File: config.mk
export PLATFORM = sky130hd
export DESIGN_NAME = pic_cmd_writer
export DESIGN_NICKNAME = d
export VERILOG_FILES = /design/src/rtl/pic_cmd_writer.sv
export SDC_FILE = /design/constraint.sdc
export NUM_CORES = 1
export LEC_CHECK = 0
export ABC_CLOCK_PERIOD_IN_PS = 2300
export CAP_MARGIN = 30
export CORE_UTILIZATION = 28
export CTS_CLUSTER_DIAMETER = 150
export DETAILED_ROUTE_END_ITERATION = 6
export MAX_ROUTING_LAYER = met4
export PLACE_DENSITY_LB_ADDON = 0.15
export SLEW_MARGIN = 0
export SYNTH_ARGS = -nofsm -noshare
export SYNTH_HDL_FRONTEND = slang
export SYNTH_SLANG_ARGS = --single-unit
File: constraint.sdc
create_clock -name clk -period 2.3 [get_ports clk]
set_input_delay 0.46 -clock clk [delete_from_list [all_inputs] [get_ports clk]]
set_output_delay 0.46 -clock clk [all_outputs]
set_load 0.02 [all_outputs]
File: src/rtl/pic_cmd_writer.sv
// PIC command writer: captures CPU write cycles, decodes the ICW1-ICW4
// initialisation sequence and OCW1/OCW2/OCW3, and drives mask/IRR/ISR
// read-back onto the data bus.
//
// Bus handshake: a write is the low pulse of WR_n. Every edge that sees
// WR_n=0 with CS_n=0 captures A0/D_in into holding registers. The command
// commits on the first edge that sees WR_n high again after a captured
// pulse. A read is CS_n=0, RD_n=0, WR_n=1 at an edge; the data appears
// registered on the following cycle. There is no back-pressure.
module pic_cmd_writer #(
   parameter logic [7:0] RESET_MASK = 8'h00
) (
   input  logic       clk,
   input  logic       rst_n,
   input  logic       CS_n,
   input  logic       WR_n,
   input  logic       RD_n,
   input  logic       A0,
   input  logic [7:0] D_in,
   input  logic [7:0] irr,
   input  logic [7:0] isr,
   output logic [7:0] cur_MASK,
   output logic       MASK_reset,
   output logic [7:0] D_out,
   output logic       D_out_en,
   output logic       init_done,
   output logic [4:0] vector_base,
   output logic       sngl,
   output logic       ic4,
   output logic [7:0] icw3,
   output logic [7:0] icw4,
   output logic       ocw2_valid,
   output logic [7:0] ocw2_data
);

   typedef enum logic [2:0] {
      WAIT_ICW1,
      WAIT_ICW2,
      WAIT_ICW3,
      WAIT_ICW4,
      READY
   } state_t;

   state_t     state;
   logic       wr_q;
   logic       wr_active;
   logic       a0_h;
   logic [7:0] d_h;
   logic       read_isr;
   logic       commit;
   logic       rd_cycle;

   // A captured write commits once, on the first edge WR_n is seen high again.
   assign commit   = WR_n && !wr_q && wr_active;
   assign rd_cycle = !CS_n && !RD_n && WR_n;

   // Write capture: hold the last selected A0/D_in of the strobe.
   always_ff @(posedge clk or negedge rst_n) begin
      if (!rst_n) begin
         wr_q      <= 1'b1;
         wr_active <= 1'b0;
         a0_h      <= 1'b0;
         d_h       <= 8'h00;
      end else begin
         wr_q <= WR_n;
         if (!WR_n && !CS_n) begin
            a0_h      <= A0;
            d_h       <= D_in;
            wr_active <= 1'b1;
         end else if (commit) begin
            wr_active <= 1'b0;
         end
      end
   end

   // Command decode FSM with registered outputs; pulses default low each cycle.
   always_ff @(posedge clk or negedge rst_n) begin
      if (!rst_n) begin
         state       <= WAIT_ICW1;
         cur_MASK    <= RESET_MASK;
         MASK_reset  <= 1'b0;
         ocw2_valid  <= 1'b0;
         init_done   <= 1'b0;
         vector_base <= 5'h00;
         sngl        <= 1'b0;
         ic4         <= 1'b0;
         icw3        <= 8'h00;
         icw4        <= 8'h00;
         ocw2_data   <= 8'h00;
         read_isr    <= 1'b0;
      end else begin
         MASK_reset <= 1'b0;
         ocw2_valid <= 1'b0;
         if (commit) begin
            if (!a0_h && d_h[4]) begin
               // ICW1 restarts initialisation from any state.
               sngl       <= d_h[1];
               ic4        <= d_h[0];
               cur_MASK   <= RESET_MASK;
               MASK_reset <= 1'b1;
               init_done  <= 1'b0;
               read_isr   <= 1'b0;
               state      <= WAIT_ICW2;
            end else begin
               case (state)
                  WAIT_ICW2: begin
                     if (a0_h) begin
                        vector_base <= d_h[7:3];
                        if (!sngl) begin
                           state <= WAIT_ICW3;
                        end else if (ic4) begin
                           state <= WAIT_ICW4;
                        end else begin
                           state     <= READY;
                           init_done <= 1'b1;
                        end
                     end
                  end
                  WAIT_ICW3: begin
                     if (a0_h) begin
                        icw3 <= d_h;
                        if (ic4) begin
                           state <= WAIT_ICW4;
                        end else begin
                           state     <= READY;
                           init_done <= 1'b1;
                        end
                     end
                  end
                  WAIT_ICW4: begin
                     if (a0_h) begin
                        icw4      <= d_h;
                        state     <= READY;
                        init_done <= 1'b1;
                     end
                  end
                  READY: begin
                     if (a0_h) begin
                        cur_MASK <= d_h;
                     end else if (!d_h[3]) begin
                        ocw2_data  <= d_h;
                        ocw2_valid <= 1'b1;
                     end else if (d_h[1]) begin
                        read_isr <= d_h[0];
                     end
                  end
                  default: begin
                  end
               endcase
            end
         end
      end
   end

   // Registered read-back; D_out holds its last value between reads.
   always_ff @(posedge clk or negedge rst_n) begin
      if (!rst_n) begin
         D_out    <= 8'h00;
         D_out_en <= 1'b0;
      end else begin
         D_out_en <= rd_cycle;
         if (rd_cycle) begin
            D_out <= A0 ? cur_MASK : (read_isr ? isr : irr);
         end
      end
   end

endmodule

==> metrics.txt <==
P_leak=1.81 nW; minimum clock period=1980 ps; layout cells sized above 1=17.0%; Period Utilization, post-route=85.9%; via count=2088; CTS Buf Count=9; CTS tree=done; Net Count, Synth=265; Port Buffers=79; nets=350; Max VDD drop=557 uV; TNS Setup=0 ps; # IOs=81; Filler cells=984; commonest non-fill, non-tap cells in the layout=clkdlybuf4s50_1, dfrtp_1, nand2_1, mux2_2, a21oi_1; # H-tree levels=3; pwr dens=1060 mW/mm^2; maximum clock frequency=506 MHz; Hold Path Class=in2async; MaxCap Viol Count=0; sequential-to-total area share from yosys stat=57.7%; CP arrival=2200 ps; largest net degree at the start of global routing=43; Die X=102 um; met1 WL=3.36 mm; relative slew slack=61.9%; die area=0.0105 sq mm; Worst setup SP type=register; clock latency on the worst-skew pair=340 ps; Avg WL per Cell=14.9 um; initial antenna violation count=0; DRC viols=0; syn_area_per_cell=12.0 sq um; dpl ws=76.9 ps; final wirelength=6.83 mm; grt total ovfl=0; deepest clock path buffer count=2; final hold vios=0; CP Data Required Time=2520 ps; Primary FF master, synth=dfrtp_1; Reg clk slew, reported paths=70 ps; Synth Warn #=0; Layout area overhead=40.7%; register bit total from synthesis=65; Initial Util=28.9%; HPWL after detailed placement=4.74 mm; drt first pass iters=4; routed length on met2=2.81 mm; cell row count=36; first-pass GRT wire length=10.9 mm; worst-path fanout max=11; clock skew=9.24 ps; vias in the first global route=2100; status=finished, final reports clean; Vert. Die Dim=102 um; PostCTS Resize Cnt=0; mapped cell area=0.00282 sq mm; Gate Count Post-Synth=235; Core Region=0.00977 sq mm; post-CTS setup repair buffer count=0; Root Buffer=clkbuf_8; CTS Hold Bufs=0; Slew @ Worst Pin=571 ps; vias per cell=4.57; ant diodes=0; Final setup viols=0; Tot GR Track Use=14.6%; gpl congestion=0.776; Max Used Layer=met4; Critical Path End Type=register; Distinct cells, synth=40; max-slew violations=0; initial drt markers=102; number of synthesized flops with an enable pin=0; CTS sink cnt=65; CP Class=reg2reg; final worst slack=323 ps; DR WL met3=597 um; commonest non-fill, non-tap cell in the layout=clkdlybuf4s50_1; antenna-violating nets left=0; Post-synth ARST share=100%; RSZ-0062 raised after global routing=false
-- flip-flops by register name (all words and copies together), names as in the netlist, 3 cells and up --
name and flops:
D_out 8, cur_MASK 8, d_h 8, icw3 8, icw4 8, ocw2_data 7
state 3, vector_base 5
-- final timing paths --
| path | startpoint | endpoint | slack (ps) | cells after the start |
|---|---|---|---|---|
| min in group clk | D_out[4] | D_out[4] | 480 | 2 |
| max reg2reg | state[0] | ocw2_data[2] | 320 | 4 |
| min | rst_n | D_out_en | 110 | 1 |
| min reg2reg | D_out[4] | D_out[4] | 480 | 2 |
| max | state[0] | ocw2_data[2] | 320 | 4 |
| max in group asynchronous | rst_n | icw4[1] | 1550 | 2 |
-- cell type report --
cell class	instances	area, sq um	share of cell area, %
clock buffers	12	155	3.91
flip-flops and latches	65	1630	41.0
repair buffers	87	858	21.6
multi-input cells	153	1110	27.9
well taps	133	166	4.19
clock inverters	3	40.0	1.01
inverters	4	15.0	0.378
-- logic make-up after synthesis --
logic type | synth area share, %
and+or+nand+nor | 10.7
buffers and inverters | 3.10
muxes | 17.6
other | 0.133
AOI/OAI and AO/OA | 10.8
DFF | 57.7
-- critical path, cell delays in order, from the launching register on --
cell and delay, ps:
dfrtp_1 500, or3b_1 640, nor2_8 260, nand2_4 140, mux2_4 320
-- metrics by stage --
stage / hold slack, ps / utilization [%] / cell area, sq um / instances / power (mW)
after floorplan: 164 / - / 2820 / 235 / 2.51
after global placement: 465 / 38.6 / 3770 / 442 / 3.26
after detailed placement: 471 / 38.6 / 3770 / 442 / 3.27
after CTS: 115 / 40.6 / 3970 / 457 / 4.27
after global routing: 151 / 40.6 / 3970 / 457 / 4.48
final: 113 / 40.6 / 3970 / 457 / 4.21
-- power by group --
part           total, mW  switching (mW)  internal, mW
Sequential          1.75           0.285          1.46
Clock              0.970           0.420         0.551
Combinational       1.49           0.707         0.784
Total               4.21            1.41          2.80
-- cell usage after synthesis, drive strengths merged, types with 4 or more instances --
library cell / n / share of area, %
nor2b: 5 / 1.1
mux2i: 8 / 2.8
clkbuf: 6 / 0.80
inv: 4 / 0.53
nor2: 13 / 2.3
nand2: 27 / 3.9
o21ai: 20 / 3.5
a21oi: 14 / 2.5
dfrtp: 64 / 57
mux2: 35 / 15
a22oi: 5 / 1.3
buf: 7 / 1.8
-- routing by layer --
layer	GRT usage, %	up-vias
met3	5.95	7
met2	20.2	84
met5	-	-
li1	-	994
met1	19.3	1003
met4	4.29	0
No activity file was read; power rests on OpenSTA's default activity.
